$ cat src/rtl/pe_multiweight.sv
// Systolic-array processing element with a local weight bank: daisy-chained weight
// loading, one MAC per active cycle against the selected bank entry, optional saturation.
module pe_multiweight #(
  parameter int unsigned DATA_W   = 8,
  parameter int unsigned ACC_W    = 16,
  parameter int unsigned NWEIGHT  = 4,
  parameter int unsigned SIGNED   = 0,
  parameter int unsigned SATURATE = 1,
  localparam int unsigned WSEL_W  = (NWEIGHT > 1) ? $clog2(NWEIGHT) : 1
) (
  input  logic              clock,
  input  logic              reset,
  input  logic              active,
  input  logic [DATA_W-1:0] datain,
  input  logic [ACC_W-1:0]  sumin,
  input  logic [WSEL_W-1:0] wsel,
  input  logic [DATA_W-1:0] win,
  input  logic              wwrite,
  output logic [ACC_W-1:0]  maccout,
  output logic [DATA_W-1:0] dataout,
  output logic [WSEL_W-1:0] wselout,
  output logic              activeout,
  output logic [DATA_W-1:0] wout,
  output logic              wwriteout,
  output logic              loaded,
  output logic              ovf
);

  localparam int unsigned CNT_W  = $clog2(NWEIGHT + 1);
  localparam int unsigned PROD_W = 2 * DATA_W;
  localparam int unsigned SUM_W  = ACC_W + 1;
  localparam bit          IsSigned = (SIGNED != 0);
  localparam bit          IsSat    = (SATURATE != 0);

  logic [DATA_W-1:0] w_q [NWEIGHT];
  logic [DATA_W-1:0] w_d [NWEIGHT];
  logic [CNT_W-1:0]  cnt_q, cnt_d;
  logic              wwrite_q;
  logic              bank_full;

  logic [ACC_W-1:0]  maccout_q, maccout_d;
  logic [DATA_W-1:0] dataout_q, dataout_d;
  logic [WSEL_W-1:0] wselout_q, wselout_d;
  logic              activeout_q;
  logic [DATA_W-1:0] wout_q, wout_d;
  logic              wwriteout_q, wwriteout_d;
  logic              ovf_q, ovf_d;

  logic [DATA_W-1:0] wsel_w;
  logic [PROD_W-1:0] op_a, op_b, prod;
  logic [SUM_W-1:0]  prod_ext, sum_ext, sum;
  logic              sum_ovf;
  logic [ACC_W-1:0]  sat_val, mac_res;

  assign bank_full = (cnt_q == CNT_W'(NWEIGHT));

  // Weight bank shift chain and load counter
  always_comb begin
    for (int i = 0; i < int'(NWEIGHT); i++) begin
      w_d[i] = w_q[i];
    end
    cnt_d       = cnt_q;
    wout_d      = wout_q;
    wwriteout_d = 1'b0;
    if (wwrite) begin
      w_d[0] = win;
      for (int i = 1; i < int'(NWEIGHT); i++) begin
        w_d[i] = w_q[i-1];
      end
      wout_d      = w_q[NWEIGHT-1];
      wwriteout_d = bank_full;
      if (!wwrite_q) begin
        cnt_d = CNT_W'(1);
      end else if (!bank_full) begin
        cnt_d = cnt_q + CNT_W'(1);
      end
    end
  end

  // Out-of-range selects (non-power-of-2 depth) read as zero
  always_comb begin
    wsel_w = '0;
    for (int i = 0; i < int'(NWEIGHT); i++) begin
      if (wsel == WSEL_W'(i)) begin
        wsel_w = w_q[i];
      end
    end
  end

  // Extending both operands to PROD_W makes the low PROD_W bits correct in either mode
  always_comb begin
    op_a     = {{DATA_W{IsSigned & datain[DATA_W-1]}}, datain};
    op_b     = {{DATA_W{IsSigned & wsel_w[DATA_W-1]}}, wsel_w};
    prod     = op_a * op_b;
    prod_ext = {{(SUM_W - PROD_W){IsSigned & prod[PROD_W-1]}}, prod};
    sum_ext  = {IsSigned & sumin[ACC_W-1], sumin};
    sum      = sum_ext + prod_ext;
  end

  always_comb begin
    if (IsSigned) begin
      sum_ovf = sum[ACC_W] ^ sum[ACC_W-1];
      sat_val = sum[ACC_W] ? {1'b1, {(ACC_W-1){1'b0}}} : {1'b0, {(ACC_W-1){1'b1}}};
    end else begin
      sum_ovf = sum[ACC_W];
      sat_val = '1;
    end
    mac_res = (sum_ovf && IsSat) ? sat_val : sum[ACC_W-1:0];
  end

  always_comb begin
    maccout_d = maccout_q;
    dataout_d = dataout_q;
    wselout_d = wselout_q;
    ovf_d     = ovf_q;
    if (active) begin
      maccout_d = mac_res;
      dataout_d = datain;
      wselout_d = wsel;
      ovf_d     = ovf_q | sum_ovf;
    end
  end

  always_ff @(posedge clock) begin
    if (reset) begin
      for (int i = 0; i < int'(NWEIGHT); i++) begin
        w_q[i] <= '0;
      end
      cnt_q       <= '0;
      wwrite_q    <= 1'b0;
      maccout_q   <= '0;
      dataout_q   <= '0;
      wselout_q   <= '0;
      activeout_q <= 1'b0;
      wout_q      <= '0;
      wwriteout_q <= 1'b0;
      ovf_q       <= 1'b0;
    end else begin
      for (int i = 0; i < int'(NWEIGHT); i++) begin
        w_q[i] <= w_d[i];
      end
      cnt_q       <= cnt_d;
      wwrite_q    <= wwrite;
      maccout_q   <= maccout_d;
      dataout_q   <= dataout_d;
      wselout_q   <= wselout_d;
      activeout_q <= active;
      wout_q      <= wout_d;
      wwriteout_q <= wwriteout_d;
      ovf_q       <= ovf_d;
    end
  end

  assign maccout   = maccout_q;
  assign dataout   = dataout_q;
  assign wselout   = wselout_q;
  assign activeout = activeout_q;
  assign wout      = wout_q;
  assign wwriteout = wwriteout_q;
  assign loaded    = bank_full;
  assign ovf       = ovf_q;

endmodule

$ cat config.mk
export PLATFORM = sky130hd
export DESIGN_NAME = pe_multiweight
export DESIGN_NICKNAME = d
export VERILOG_FILES = /design/src/rtl/pe_multiweight.sv
export SDC_FILE = /design/constraint.sdc
export NUM_CORES = 1
export LEC_CHECK = 0
export CAP_MARGIN = 5
export CORE_AREA = 10 10 110 112
export CTS_CLUSTER_DIAMETER = 120
export DETAILED_ROUTE_END_ITERATION = 10
export DIE_AREA = 0 0 120 122
export GPL_ROUTABILITY_DRIVEN = 0
export PLACE_DENSITY = 0.88
export SLEW_MARGIN = 20
export SYNTH_ARGS = -nofsm -noshare
export SYNTH_HDL_FRONTEND = slang
export SYNTH_SLANG_ARGS = --single-unit
$ cat constraint.sdc
create_clock -name clock -period 7 [get_ports clock]
set_input_delay 1.05 -clock clock [delete_from_list [all_inputs] [get_ports clock]]
set_output_delay 1.05 -clock clock [all_outputs]
set_load 0.02 [all_outputs]
==> impl_results.md <==
- Status: complete, no violations
- Share of synthesized registers carrying an async set or reset: 0
- Hold Buf Count CTS: 0
- Int Pwr: 0.0007128 W
- Vias in the first global route: 4357
- CP Max Fanout: 12
- Worst Tran Pin Value: 0.9967 ns
- Crit share post-route: 0.9461
- Clock Tree Buf Depth: 2
- Layout fillers: 810
- Yosys warnings: 0
- Post-synthesis register bit count: 73
- Post-route insts no fill: 784
- Clock network power share: 0.273
- Hold slack final: 0.4536 ns
- Chip Width: 120 microns
- CTS Sinks: 73
- Worst path arrival time: 6.81 ns
- Most common cell in the netlist: inv_1
- Initial DRC Count: 191
- Power density over the cells: 168.3 nW/um^2
- Required @ worst endpoint: 7.18 ns
- Total track usage: 0.1750
- Syn_nets: 706
- Area leader, netlist: dfxtp_1
- Die Span Y: 122 microns
- Worst clock skew: 0.009227 ns
- Clk_lat worst skew: 0.36 ns
- Routed WL: 12.63 mm
- Number of enable flip-flop cells after synthesis: 0
- CP Launch Type: primary input
- Area of the core: 10050 sq um
- Final Core Density: 0.6418
- Cells after synthesis: 579
- Total grt overflow: 0
- Worst vdd ir: 0.1299 mV
- Synth cell types: 45
- Switch share: 0.3432
- Final setup viols: 0
- Post-synth top cells: 103 x inv_1, 73 x dfxtp_1, 69 x nor2_1
- Synthesized area: 5451 sq um
- Seq/Total Area, Yosys: 0.2681
- DR vias/cell: 5.284
- Highest clock rate: 0.1510 GHz
- CTS HTree Levels: 3
- Root Buffer Master: clkbuf_8
- Setup_tns: 0 ns
- Critical Setup Path Class: primary input to flip-flop
- Max-Slew Margin vs Limit: 0.3356
- Max_cap viols: 0
- Nets: 770
- IO Port Bufs: 75
- Switching power: 0.0003725 W
- Pleak: 3.019 nW
- Initial core utilization: 0.5427
- Total number of vias: 4143
- Avg Cell Area, Syn: 9.415 sq um
- Postcts setup bufs: 0
- Unrepaired setup endpoints after global routing: no
- Final antenna-violating net count: 0
- Synth area leaders: dfxtp_1 27%, fa_1 19%, mux2i_1 9.2%
- Synth top area share: 0.2681
- Clock slew at the register clock pins of the worst setup and hold paths: 0.09 ns
- Max Transition Viols Final: 0
- Share of layout cells above drive strength 1: 0.06944
- Placed Cells: 768
- Global-route wire length before repair: 21.11 mm
- Initial DRT Pass Iterations: 4
- I/O pins: 76
- Site Rows: 37
- WL per Instance: 16.11 microns
- Dominant synthesized flop cell: dfxtp_1
- Largest net degree at the start of global routing: 73
- Sequential Power Share: 0.416
- N_diodes: 0
- Hpwl dp: 10.01 mm
- Worst min path class: flip-flop to flip-flop
- DRC viols: 0
- Worst Setup End Kind: flip-flop
- Post_cts resized: 0
- CTS tree: built
- Die area: 14640 sq um
- Initial antenna violation count: 0
- Comb power frac: 0.311
- Final min period: 6.623 ns
- CTS buffer count: 9
- Hold Fails Final Rpt: 0
- Area delta synth->final: 18.27%
[flip-flops by register name, indices dropped and copies added, names as in the netlist]
register	flops
w_q	32
maccout	16
dataout	8
wout	8
cnt_q	3
wselout	2
activeout	1
ovf	1
wwrite_q	1
wwriteout	1
[power groups by stage]
| stage | sequential [W] | clock, W | combinational (W) |
|---|---|---|---|
| final | 0.000451 | 0.000296 | 0.000338 |
| after global routing | 0.000454 | 0.000315 | 0.000373 |
| after CTS | 0.000451 | 0.000300 | 0.000338 |
| after detailed placement | 0.000461 | 0 | 0.000336 |
| after global placement | 0.000459 | 0 | 0.000321 |
| after floorplan | 0.000476 | 0 | 0.000215 |
[cells by family after synthesis]
kind of cell,Yosys count,synth area share
flip-flops,73,0.2681
multiplexers,58,0.1249
XOR/XNOR,9,0.01446
AND/OR/NAND/NOR,160,0.1345
adder cells (fa/ha/maj),89,0.2745
AO/OA/AOI/OAI,61,0.09204
buffers and inverters,129,0.09158
[metrics by stage]
step	instance area, sq um	power [W]	setup WS [ns]
CTS	6445	0.001089	0.3848
global placement	6275	0.0007800	0.1538
global route	6447	0.001142	0.003800
floorplan	5451	0.0006911	0.8016
finish	6447	0.001085	0.3773
detailed placement	6275	0.0007965	0.01199
[final timing paths]
path / to / cells past startpoint / slack (ns) / start
setup reg to reg: maccout[6] / 15 / 1.55 / w_q[3][5]
hold / removal: ovf / 2 / 0.45 / ovf
hold reg to reg: ovf / 2 / 0.45 / ovf
setup / recovery: maccout[6] / 18 / 0.38 / wsel[0]
[worst max-delay path: stages]
cell             delay (ns)
clkdlybuf4s50_1        0.74
buf_4                  0.22
mux4_2                 0.61
nand2_1                0.15
fa_1                   0.43
inv_1                  0.09
fa_1                   0.41
inv_1                  0.07
fa_1                   0.43
fa_1                   0.55
inv_1                  0.04
ha_1                   0.34
a21o_1                 0.17
a21oi_1                0.23
a21oi_1                0.21
a22o_1                 0.32
nor2_2                 0.54
a311oi_2               0.20
[area by class of cell]
type,instances,area [sq um],area share
clock buffer,9,123.9,0.01921
timing repair buffer,79,768.2,0.1192
sequential,73,1461,0.2267
multi-input combinational,377,3491,0.5414
inverter,103,386.6,0.05997
clock inverter,7,46.29,0.007180
tap,136,170.2,0.02639
[placed cells by master, fill, tap and decap left out, drive strengths merged, types with 3 or more instances in the layout]
| master | count |
|---|---|
| a21o | 6 |
| mux2i | 50 |
| clkdlybuf4s50 | 72 |
| nand2 | 36 |
| a311oi | 12 |
| xor2 | 5 |
| a31oi | 3 |
| a31o | 4 |
| clkinvlp | 3 |
| ha | 38 |
| inv | 104 |
| clkbuf | 9 |
| nor2 | 70 |
| a21oi | 15 |
| clkinv | 3 |
| dfxtp | 73 |
| a211oi | 6 |
| fa | 51 |
| and2 | 37 |
| buf | 7 |
| nor3 | 6 |
| xnor2 | 4 |
| o21ai | 7 |
| mux4 | 8 |
[layer usage]
metal | part of all wire | track usage | vias up | wire length [microns]
li1 | - | - | 1989 | -
met1 | 0.42 | 0.2032 | 2001 | 5327
met2 | 0.50 | 0.3105 | 129 | 6276
met3 | 0.059 | 0.04070 | 24 | 740
met5 | 0 | 0 | - | 0
met4 | 0.022 | 0.06109 | 0 | 284
No activity file was read; power rests on OpenSTA's default activity.
